`src/rtl/facto_pkg.sv`:
```
// facto_pkg: shared types and constants for the factorial request controller.
// Holds the FSM encoding, operand width and default operand limit.
package facto_pkg;

  localparam int W = 8;
  localparam int MAX_X_DEF = 5;

  typedef enum logic [1:0] {
    IDLE = 2'd0,
    REQ  = 2'd1,
    REL  = 2'd2,
    RSP  = 2'd3
  } state_t;

  typedef struct packed {
    logic [W-1:0] data;
    logic         ovf;
    logic         tmo;
  } rsp_t;

endpackage

```
`src/rtl/facto_req_if.sv`:
```
// facto_req_if: request, core and response signals of facto_req.
// slave is the controller side, master the host/core side.
interface facto_req_if;
  import facto_pkg::*;

  logic         req_valid_i;
  logic         req_ready_o;
  logic [W-1:0] req_x_i;
  logic         start_o;
  logic [W-1:0] x_o;
  logic         done_i;
  logic [W-1:0] fi_i;
  logic         rsp_valid_o;
  logic         rsp_ready_i;
  logic [W-1:0] rsp_data_o;
  logic         rsp_ovf_o;
  logic         rsp_tmo_o;
  logic         busy_o;

  modport slave (
    input  req_valid_i,
    input  req_x_i,
    input  done_i,
    input  fi_i,
    input  rsp_ready_i,
    output req_ready_o,
    output start_o,
    output x_o,
    output rsp_valid_o,
    output rsp_data_o,
    output rsp_ovf_o,
    output rsp_tmo_o,
    output busy_o
  );

  modport master (
    output req_valid_i,
    output req_x_i,
    output done_i,
    output fi_i,
    output rsp_ready_i,
    input  req_ready_o,
    input  start_o,
    input  x_o,
    input  rsp_valid_o,
    input  rsp_data_o,
    input  rsp_ovf_o,
    input  rsp_tmo_o,
    input  busy_o
  );

endinterface

```
`src/rtl/facto_wdog.sv`:
```
// facto_wdog: cycle watchdog for the core handshake.
// expired is high during the LIMIT-th enabled cycle after clr.
module facto_wdog #(
  parameter int LIMIT = 255,
  parameter int CW    = 16
) (
  input  logic clk,
  input  logic rst,
  input  logic clr,
  input  logic en,
  output logic expired
);

  localparam logic [CW-1:0] LIM = CW'(LIMIT - 1);

  logic [CW-1:0] cnt_q;

  always_ff @(posedge clk or posedge rst) begin
    if (rst) begin
      cnt_q <= '0;
    end else if (clr) begin
      cnt_q <= '0;
    end else if (en && !expired) begin
      cnt_q <= cnt_q + 1'b1;
    end
  end

  assign expired = en & (cnt_q == LIM);

endmodule

```
`src/rtl/facto_req.sv`:
```
// facto_req: valid/ready front end for the four-phase factorial core.
// Optional watchdog enabled by defining FACTO_REQ_TIMEOUT_EN.
module facto_req
  import facto_pkg::*;
#(
  parameter int MAX_X      = MAX_X_DEF,
  parameter int TMO_CYCLES = 255
) (
  input  logic        CLK,
  input  logic        RST,
  facto_req_if.slave  bus
);

  localparam logic [W-1:0] MAX_XV = W'(MAX_X);

  state_t       state_q;
  state_t       state_d;
  logic [W-1:0] x_q;
  logic [W-1:0] x_d;
  rsp_t         rsp_q;
  rsp_t         rsp_d;
  logic         start_q;
  logic         rdy_q;
  logic         vld_q;
  logic         busy_q;
  logic         accept;
  logic         tmo_hit;

  assign accept = (state_q == IDLE)
                & bus.req_valid_i
                & rdy_q;

`ifdef FACTO_REQ_TIMEOUT_EN
  logic wd_en;

  assign wd_en = (state_q == REQ)
               | (state_q == REL);

  facto_wdog #(
    .LIMIT (TMO_CYCLES)
  ) u_wdog (
    .clk     (CLK),
    .rst     (RST),
    .clr     (accept),
    .en      (wd_en),
    .expired (tmo_hit)
  );
`else
  assign tmo_hit = 1'b0;
`endif

  always_comb begin
    state_d = state_q;
    x_d     = x_q;
    rsp_d   = rsp_q;
    unique case (state_q)
      IDLE: begin
        if (accept) begin
          x_d = bus.req_x_i;
          if (bus.req_x_i > MAX_XV) begin
            rsp_d   = '{data: '0, ovf: 1'b1, tmo: 1'b0};
            state_d = RSP;
          end else begin
            rsp_d   = '0;
            state_d = REQ;
          end
        end
      end
      REQ: begin
        if (bus.done_i) begin
          rsp_d.data = bus.fi_i;
          state_d    = REL;
        end else if (tmo_hit) begin
          rsp_d   = '{data: '0, ovf: 1'b0, tmo: 1'b1};
          state_d = RSP;
        end
      end
      REL: begin
        if (!bus.done_i) begin
          state_d = RSP;
        end else if (tmo_hit) begin
          rsp_d   = '{data: '0, ovf: 1'b0, tmo: 1'b1};
          state_d = RSP;
        end
      end
      RSP: begin
        if (bus.rsp_ready_i) begin
          state_d = IDLE;
        end
      end
      default: begin
        state_d = IDLE;
      end
    endcase
  end

  // Outputs are registered from next state so they line up with it.
  always_ff @(posedge CLK or posedge RST) begin
    if (RST) begin
      state_q <= IDLE;
      x_q     <= '0;
      rsp_q   <= '0;
      start_q <= 1'b0;
      rdy_q   <= 1'b0;
      vld_q   <= 1'b0;
      busy_q  <= 1'b0;
    end else begin
      state_q <= state_d;
      x_q     <= x_d;
      rsp_q   <= rsp_d;
      start_q <= (state_d == REQ);
      rdy_q   <= (state_d == IDLE) & ~bus.done_i;
      vld_q   <= (state_d == RSP);
      busy_q  <= (state_d != IDLE);
    end
  end

  assign bus.req_ready_o = rdy_q;
  assign bus.start_o     = start_q;
  assign bus.x_o         = x_q;
  assign bus.rsp_valid_o = vld_q;
  assign bus.rsp_data_o  = rsp_q.data;
  assign bus.rsp_ovf_o   = rsp_q.ovf;
  assign bus.rsp_tmo_o   = rsp_q.tmo;
  assign bus.busy_o      = busy_q;

endmodule

```
`src/flat_wrapper.sv`:
```
// flat-port wrapper written by rule: the top's interface ports become plain ports
module facto_req_flat import facto_pkg::*;
#(
  parameter int MAX_X      = MAX_X_DEF,
  parameter int TMO_CYCLES = 255
)
  (CLK, RST, bus_req_valid_i, bus_req_x_i, bus_done_i, bus_fi_i, bus_rsp_ready_i, bus_req_ready_o, bus_start_o, bus_x_o, bus_rsp_valid_o, bus_rsp_data_o, bus_rsp_ovf_o, bus_rsp_tmo_o, bus_busy_o);
  facto_req_if bus_i ();
  input  logic CLK;
  input  logic RST;
  input wire logic [$bits(bus_i.req_valid_i)-1:0] bus_req_valid_i;
  input wire logic [$bits(bus_i.req_x_i)-1:0] bus_req_x_i;
  input wire logic [$bits(bus_i.done_i)-1:0] bus_done_i;
  input wire logic [$bits(bus_i.fi_i)-1:0] bus_fi_i;
  input wire logic [$bits(bus_i.rsp_ready_i)-1:0] bus_rsp_ready_i;
  output wire logic [$bits(bus_i.req_ready_o)-1:0] bus_req_ready_o;
  output wire logic [$bits(bus_i.start_o)-1:0] bus_start_o;
  output wire logic [$bits(bus_i.x_o)-1:0] bus_x_o;
  output wire logic [$bits(bus_i.rsp_valid_o)-1:0] bus_rsp_valid_o;
  output wire logic [$bits(bus_i.rsp_data_o)-1:0] bus_rsp_data_o;
  output wire logic [$bits(bus_i.rsp_ovf_o)-1:0] bus_rsp_ovf_o;
  output wire logic [$bits(bus_i.rsp_tmo_o)-1:0] bus_rsp_tmo_o;
  output wire logic [$bits(bus_i.busy_o)-1:0] bus_busy_o;
  assign bus_i.req_valid_i = bus_req_valid_i;
  assign bus_i.req_x_i = bus_req_x_i;
  assign bus_i.done_i = bus_done_i;
  assign bus_i.fi_i = bus_fi_i;
  assign bus_i.rsp_ready_i = bus_rsp_ready_i;
  assign bus_req_ready_o = bus_i.req_ready_o;
  assign bus_start_o = bus_i.start_o;
  assign bus_x_o = bus_i.x_o;
  assign bus_rsp_valid_o = bus_i.rsp_valid_o;
  assign bus_rsp_data_o = bus_i.rsp_data_o;
  assign bus_rsp_ovf_o = bus_i.rsp_ovf_o;
  assign bus_rsp_tmo_o = bus_i.rsp_tmo_o;
  assign bus_busy_o = bus_i.busy_o;
  facto_req #(.MAX_X(MAX_X), .TMO_CYCLES(TMO_CYCLES)) u_core (.CLK(CLK), .RST(RST), .bus(bus_i));
endmodule
```
`config.mk`:
```
export PLATFORM = sky130hd
export DESIGN_NAME = facto_req_flat
export DESIGN_NICKNAME = d
export VERILOG_FILES = /design/src/rtl/facto_pkg.sv /design/src/rtl/facto_req_if.sv /design/src/rtl/facto_wdog.sv /design/src/rtl/facto_req.sv /design/src/flat_wrapper.sv
export SDC_FILE = /design/constraint.sdc
export NUM_CORES = 1
export LEC_CHECK = 0
export CORE_AREA = 8 8 56 58
export CTS_CLUSTER_DIAMETER = 120
export CTS_CLUSTER_SIZE = 10
export DETAILED_ROUTE_END_ITERATION = 6
export DIE_AREA = 0 0 64 66
export PLACE_DENSITY = 0.9
export SLEW_MARGIN = 0
export SYNTH_ARGS = -nofsm -noshare
export SYNTH_HDL_FRONTEND = slang
export SYNTH_SLANG_ARGS = --single-unit
```
`constraint.sdc`:
```
create_clock -name CLK -period 2.7 [get_ports CLK]
set_clock_uncertainty 0.05 [all_clocks]
set_input_delay 0.81 -clock CLK [delete_from_list [all_inputs] [get_ports CLK]]
set_output_delay 0.81 -clock CLK [all_outputs]
set_load 0.02 [all_outputs]
```
==> results of run 1 <==
area by class of cell:
class	count	share of cell area (%)
flip-flops and latches	23	41.22
multi-input cells	38	23.75
clock buffers	4	1.882
well taps	30	2.688
repair buffers	42	29.93
inverters	2	0.5376
per-stage QoR:
stage / util [%] / hold slack, ns
after floorplan: - / 0.5384
final: 60.19 / 0.4684
after global routing: 60.19 / 0.4916
after CTS: 60.19 / 0.4707
after detailed placement: 59.06 / 0.4370
after global placement: 59.06 / 0.4389
cell families after synthesis:
kind of cell	count (synthesis)	share of synthesized area (%)
AOI/OAI and AO/OA	19	17.52
DFF	23	60.61
buffers and inverters	6	4.479
other	1	0.3949
and+or+nand+nor	9	6.457
muxes	9	10.54
Yosys cell counts:
cell type	n	area share (%)
dfrtp_1	23	61
a2bb2oi_1	1	0.92
and3_1	1	0.66
buf_4	1	0.79
a21oi_1	2	1.1
conb_1	1	0.39
o41ai_1	1	0.92
nor2_4	1	1.2
nor2_1	3	1.2
a211oi_2	1	1.3
and4bb_4	1	1.7
o41a_4	1	2.2
buf_6	2	2.4
inv_1	2	0.79
o21ai_0	2	1.1
buf_2	1	0.53
a211o_1	2	1.8
a211oi_1	1	0.79
a22o_1	8	7.4
nand2_1	2	0.79
and3b_1	1	0.92
mux2i_1	1	1.1
mux2_2	8	9.5
final timing paths:
check	start	end	slack [ns]	cells after the start
max in group asynchronous	RST	u_core.state_q[0]$_DFF_PP0_	1.59	3
min in group asynchronous	RST	u_core.bus.x_o[5]$_DFFE_PP0P_	0.79	3
max	u_core.bus.req_ready_o$_DFF_PP0_	bus_req_ready_o	0.50	1
min reg2reg	u_core.bus.x_o[5]$_DFFE_PP0P_	u_core.bus.x_o[5]$_DFFE_PP0P_	0.47	1
min	u_core.bus.x_o[5]$_DFFE_PP0P_	u_core.bus.x_o[5]$_DFFE_PP0P_	0.47	1
max reg2reg	u_core.state_q[0]$_DFF_PP0_	u_core.bus.x_o[0]$_DFFE_PP0P_	1.21	2
state kept, by name, summed over array words and instances (netlist names):
| name | count |
|---|---|
| u_core.bus.req_ready_o | 1 |
| u_core.bus.busy_o | 1 |
| u_core.bus.rsp_valid_o | 1 |
| u_core.bus.x_o | 8 |
| u_core.state_q | 2 |
| u_core.bus.rsp_data_o | 8 |
| u_core.bus.rsp_ovf_o | 1 |
| u_core.bus.start_o | 1 |
power groups by stage:
stage / logic [mW] / clock network (mW) / registers (mW)
final: 0.760 / 0.147 / 0.600
after global routing: 0.812 / 0.165 / 0.620
after CTS: 0.770 / 0.154 / 0.599
after detailed placement: 0.769 / 0 / 0.605
after global placement: 0.748 / 0 / 0.599
after floorplan: 0.254 / 0 / 0.758
per-layer routing:
layer / up-vias / GRT usage [%] / wire, um
li1: 330 / - / -
met1: 329 / 12.72 / 981
met2: 27 / 18.44 / 1067
met3: 2 / 4.407 / 196
met4: 0 / 5.014 / 20
met5: - / 0 / 0
==> results_dict.tcl, run 1 <==
set metrics [dict create \
    result_of_the_run "finished clean" \
    power_density_mw_per_mm2 1080 \
    cts-htree-levels 1 \
    grt-ovfl-total 0 \
    crit_path_max_incr_delay_ns 0.64 \
    syn_avg_cell_area_um2 14.17 \
    total_area_of_multi_input_combinational_cells_um2 331.6 \
    initial_antenna_violation_count 0 \
    cts_tree "done" \
    largest_net_degree_at_the_start_of_global_routing 24 \
    grt_first_pass_wirelength_um 3801 \
    routed_wire_length_per_instance_um 16.29 \
    area_growth_pct 47.04 \
    dpl.hpwl_um 1793 \
    hp-class "register to register" \
    total_power_mw 1.507 \
    holdBufCountCts 0 \
    grt_setup_unrepaired "false" \
    remaining_routing_drc_violations 0 \
    layout.cells.non_filler 139 \
    min_period_ns 2.198 \
    sequential_cell_area_um2 575.6 \
    antenna_left 0 \
    fin_tns_setup_ns 0 \
    crit_chain "clkdlybuf4s50_1" \
    boundaryPins 43 \
    max_clock_freq_mhz 455.0 \
    cts_post_setup_buffers_inserted 0 \
    dpl_worst_slack_ns 0.4211 \
    postLayoutCellArea_mm2 0.001396 \
    yosysWarnings 0 \
    setup-violations-final 0 \
    critPathBufInv 1 \
    worst_path_max_delay_cell "clkdlybuf4s50_1" \
    crit_family "buffers and inverters" \
    most_common_cell_after_layout_fill_and_taps_aside "clkdlybuf4s50_1" \
    number_of_instances_in_the_synthesized_netlist 67 \
    switching_power_mw 0.5503 \
    report.final.hold_viol_count 0 \
    total_internal_power_mw 0.9570 \
    start_util_pct 40.94 \
    port_buffer_count 41 \
    clkPwrFrac_pct 9.7 \
    synth.cell_area_um2 949.7 \
    worstPathMaxFanout 4 \
    criticalPathCategory "register to output pin" \
    worst_setup_path_end_kind "output pin" \
    fin_nets 131 \
    core_area_mm2 0.002320 \
    die_h_um 66 \
    crit_required_ns 1.84 \
    total_cts_buffers 3 \
    max-vdd-ir-drop_uv 550.9 \
    switching_share_pct 36.51 \
    vias 688 \
    placementRows 18 \
    seq_area_frac_synth_pct 60.61 \
    commonest_cells_after_routing_fill_and_taps_aside "clkdlybuf4s50_1, dfrtp_1, a22o_1, mux2_2" \
    drt_pass1_iterations 4 \
    power_leakage_nw 0.6089 \
    synth.distinct_cells 23 \
    initialDrtViolationCount 25 \
    all_layer_gr_usage_pct 11.25 \
    worst_setup_sp_type "register" \
    post_cts_resize_count 0 \
    max-cap-violations 0 \
    cts-root-to-sink-buffers 2 \
    final_layout_size_suffix_gt1_share_pct 14.68 \
    clock_sink_count 23 \
    filler_cell_count 178 \
    clock_pin_slew_worst_setup_and_hold_paths_ns 0.11 \
    first_global_vias 798 \
    gp_routability_congestion 0.7235 \
    seq_power_share_pct 39.8 \
    ctsRootBufferMaster "clkbuf_4" \
    critical_path_arrival_ns 1.34 \
    final.period_utilization_pct 81.40 \
    mappedNetlistNets 88 \
    power.share.combinational_pct 50.4 \
    ys_ff_latch 23 \
    postPlaceCellArea_mm2 0.001370 \
    clock_latency_ns 0.29 \
    drv_slew 0 \
    layout_setup_ws_ns 0.5021 \
    die_width_um 64 \
    die_area_mm2 0.004224 \
    antenna_cells_inserted 0 \
    placed_cells_incl_taps 135 \
    drt-vias-per-instance 4.950 \
    drt_wl_total_um 2265 \
]
No activity file was read; power rests on OpenSTA's default activity.
==> run 2, diff against run 1 <==
--- a/config.mk
+++ b/config.mk
@@ -5,12 +5,12 @@
 export SDC_FILE = /design/constraint.sdc
 export NUM_CORES = 1
 export LEC_CHECK = 0
-export CORE_AREA = 8 8 56 58
+export CORE_AREA = 8 8 61 63
 export CTS_CLUSTER_DIAMETER = 120
 export CTS_CLUSTER_SIZE = 10
 export DETAILED_ROUTE_END_ITERATION = 6
-export DIE_AREA = 0 0 64 66
-export PLACE_DENSITY = 0.9
+export DIE_AREA = 0 0 69 71
+export PLACE_DENSITY = 0.8
 export SLEW_MARGIN = 0
 export SYNTH_ARGS = -nofsm -noshare
 export SYNTH_HDL_FRONTEND = slang
==> constraint.sdc (replaced) <==
create_clock -name CLK -period 1.9 [get_ports CLK]
set_clock_uncertainty 0.05 [all_clocks]
set_input_delay 0.57 -clock CLK [delete_from_list [all_inputs] [get_ports CLK]]
set_output_delay 0.57 -clock CLK [all_outputs]
set_load 0.02 [all_outputs]
==> run 2 against run 1 <==
Against the previous run:
- non-clock buffer count rose by 3
- worst setup slack lost 0.36 ns
- power increased by 34%
==> results_dict.tcl, run 2 (synthesis gave the netlist of run 1 again) <==
set metrics [dict create \
    result_of_the_run "finished clean" \
    switching_share_pct 39.08 \
    dpl.hpwl_um 1833 \
    seq_power_share_pct 41.8 \
    worstReg2RegStart "u_core.state_q[0]$_DFF_PP0_" \
    sequential_cell_area_um2 575.6 \
    all_layer_gr_usage_pct 10.13 \
    first_global_vias 801 \
    crit_required_ns 2.02 \
    initialDrtViolationCount 22 \
    worstPathMaxFanout 2 \
    r2r_slack_ns 0.37 \
    power.share.combinational_pct 47.3 \
    worst_setup_sp_type "input pin" \
    drv_slew 0 \
    end_point_of_the_most_critical_hold_path "u_core.bus.rsp_data_o[3]$_DFFE_PP0P_" \
    holdBufCountCts 0 \
    worst_path_max_delay_cell "clkdlybuf4s50_1" \
    crit_chain "clkdlybuf4s50_1, a211o_1, o41ai_1, o21ai_0" \
    switching_power_mw 0.7897 \
    placed_cells_incl_taps 141 \
    final_layout_size_suffix_gt1_share_pct 17.86 \
    most_common_cell_after_layout_fill_and_taps_aside "dfrtp_1" \
    start_util_pct 33.29 \
    power_density_mw_per_mm2 1438 \
    clock_pin_slew_worst_setup_and_hold_paths_ns 0.12 \
    filler_cell_count 266 \
    max-vdd-ir-drop_uv 731.7 \
    crit_family "compound AO/OA/AOI/OAI gates" \
    area_growth_pct 47.96 \
    critical_path_depth 4 \
    gp_routability_congestion 0.7853 \
    reg2regPathDepth 2 \
    critical_path_arrival_ns 1.88 \
    report.final.hold_viol_count 0 \
    worstHoldPathCells 1 \
    boundaryPins 43 \
    cts-root-to-sink-buffers 2 \
    ctsRootBufferMaster "clkbuf_4" \
    initial_antenna_violation_count 0 \
    max-cap-violations 0 \
    routed_wire_length_per_instance_um 16.29 \
    total_cts_buffers 3 \
    criticalPathCategory "input pin to register" \
    drt-vias-per-instance 4.890 \
    holdCritStartpoint "u_core.bus.rsp_data_o[3]$_DFFE_PP0P_" \
    layout_setup_ws_ns 0.1409 \
    largest_net_degree_at_the_start_of_global_routing 24 \
    drt_wl_total_um 2362 \
    power_leakage_nw 0.7017 \
    final.hold.worst_slack_ns 0.4596 \
    remaining_routing_drc_violations 0 \
    antenna_left 0 \
    grt_first_pass_wirelength_um 4050 \
    total_internal_power_mw 1.231 \
    drt_pass1_iterations 4 \
    worst_setup_path_end_kind "register" \
    fin_nets 134 \
    commonest_cells_after_routing_fill_and_taps_aside "dfrtp_1, clkdlybuf4s50_1, dlygate4sd2_1, a22o_1, mux2_2" \
    core_area_mm2 0.002853 \
    hp-class "register to register" \
    crit_path_max_incr_delay_ns 0.43 \
    vias 709 \
    clkPwrFrac_pct 10.9 \
    placementRows 20 \
    layout.cells.non_filler 145 \
    total_area_of_multi_input_combinational_cells_um2 331.6 \
    die_h_um 71 \
    finalCoreUtilization_pct 49.25 \
    setup-violations-final 0 \
    grt_setup_unrepaired "false" \
    final.period_utilization_pct 92.58 \
    clock_sink_count 23 \
    clock_latency_ns 0.30 \
    cts_tree "done" \
    dpl_worst_slack_ns -0.1974 \
    rr_endpoint "u_core.bus.x_o[5]$_DFFE_PP0P_" \
    min_period_ns 1.759 \
    die_area_mm2 0.004899 \
    cts-htree-levels 1 \
    max_clock_freq_mhz 568.5 \
    grt-ovfl-total 0 \
    antenna_cells_inserted 0 \
    die_width_um 69 \
    port_buffer_count 41 \
    critPathBufInv 1 \
]
-- run 2: changes by cell type in the layout (fill, tap and decap cells not counted) --
cell,delta
clkinv_2,+1
clkdlybuf4s50_1,-21
dlygate4sd2_1,+19
dlymetal6s2s_1,+2
buf_4,+3
clkbuf_1,-1
-- run 2: worst register-to-register path, delay by kind of cell (launching register included) --
| kind | cells | cell delay [ns] |
|---|---|---|
| flops | 1 | 0.49 |
| simple gates | 1 | 0.52 |
| mux | 1 | 0.37 |
-- run 2: final cells by class --
cell class / count / share of cell area [%]
Clock buffer: 3 / 1.603
Clock inverter: 1 / 0.3562
Inverter: 2 / 0.5343
Multi-Input combinational cell: 38 / 23.60
Sequential cell: 23 / 40.96
Tap cell: 33 / 2.939
Timing Repair Buffer: 45 / 30.01
-- run 2: timing repair --
action,4_1_cts,5_1_grt
gates resized for setup,19,2
setup buffers,0,0
endpoints found under the setup margin,19,2
-- run 2: per-layer routing --
metal / wire length, um / track usage (%) / vias up
met1: 1008 / 11.63 / 340
met2: 1141 / 16.09 / 30
li1: - / - / 337
met3: 170 / 3.636 / 2
met5: 0 / 0 / -
met4: 41 / 5.467 / 0
-- run 2: power groups by stage --
stage	sequential [mW]	combinational (mW)	clock [mW]
detailed placement	0.861	1.10	0
floorplan	1.08	0.361	0
global placement	0.852	1.08	0
finish	0.845	0.956	0.220
CTS	0.848	0.976	0.231
global route	0.878	1.03	0.259
-- run 2: worst max-delay path by stage --
stage / end / start
after detailed placement: u_core.bus.rsp_ovf_o$_DFFE_PP0P_ / bus_req_x_i[1]
after CTS: bus_rsp_valid_o / u_core.bus.rsp_valid_o$_DFF_PP0_
after global placement: u_core.bus.rsp_ovf_o$_DFFE_PP0P_ / bus_req_x_i[1]
after global routing: u_core.state_q[1]$_DFF_PP0_ / bus_req_x_i[1]
after floorplan: u_core.bus.rsp_valid_o$_DFF_PP0_ / bus_req_x_i[1]
final: u_core.bus.rsp_ovf_o$_DFFE_PP0P_ / bus_req_x_i[1]
-- run 2: stage by stage --
stage / power, mW / setup TNS (ns) / cell area, um2
floorplan: 1.439 / 0 / 949.7
finish: 2.021 / 0 / 1405
global route: 2.166 / 0 / 1405
global placement: 1.933 / -0.9995 / 1396
detailed placement: 1.962 / -1.249 / 1396
CTS: 2.056 / 0 / 1400
==> run 3, diff against run 2 <==
--- a/config.mk
+++ b/config.mk
@@ -5,13 +5,15 @@
 export SDC_FILE = /design/constraint.sdc
 export NUM_CORES = 1
 export LEC_CHECK = 0
+export CAP_MARGIN = 25
 export CORE_AREA = 8 8 61 63
 export CTS_CLUSTER_DIAMETER = 120
 export CTS_CLUSTER_SIZE = 10
 export DETAILED_ROUTE_END_ITERATION = 6
 export DIE_AREA = 0 0 69 71
+export GPL_ROUTABILITY_DRIVEN = 1
 export PLACE_DENSITY = 0.8
-export SLEW_MARGIN = 0
+export SLEW_MARGIN = 10
 export SYNTH_ARGS = -nofsm -noshare
 export SYNTH_HDL_FRONTEND = slang
 export SYNTH_SLANG_ARGS = --single-unit
==> results of run 3 <==
No change in the layout: final DEF, timing and power equal those of run 2.
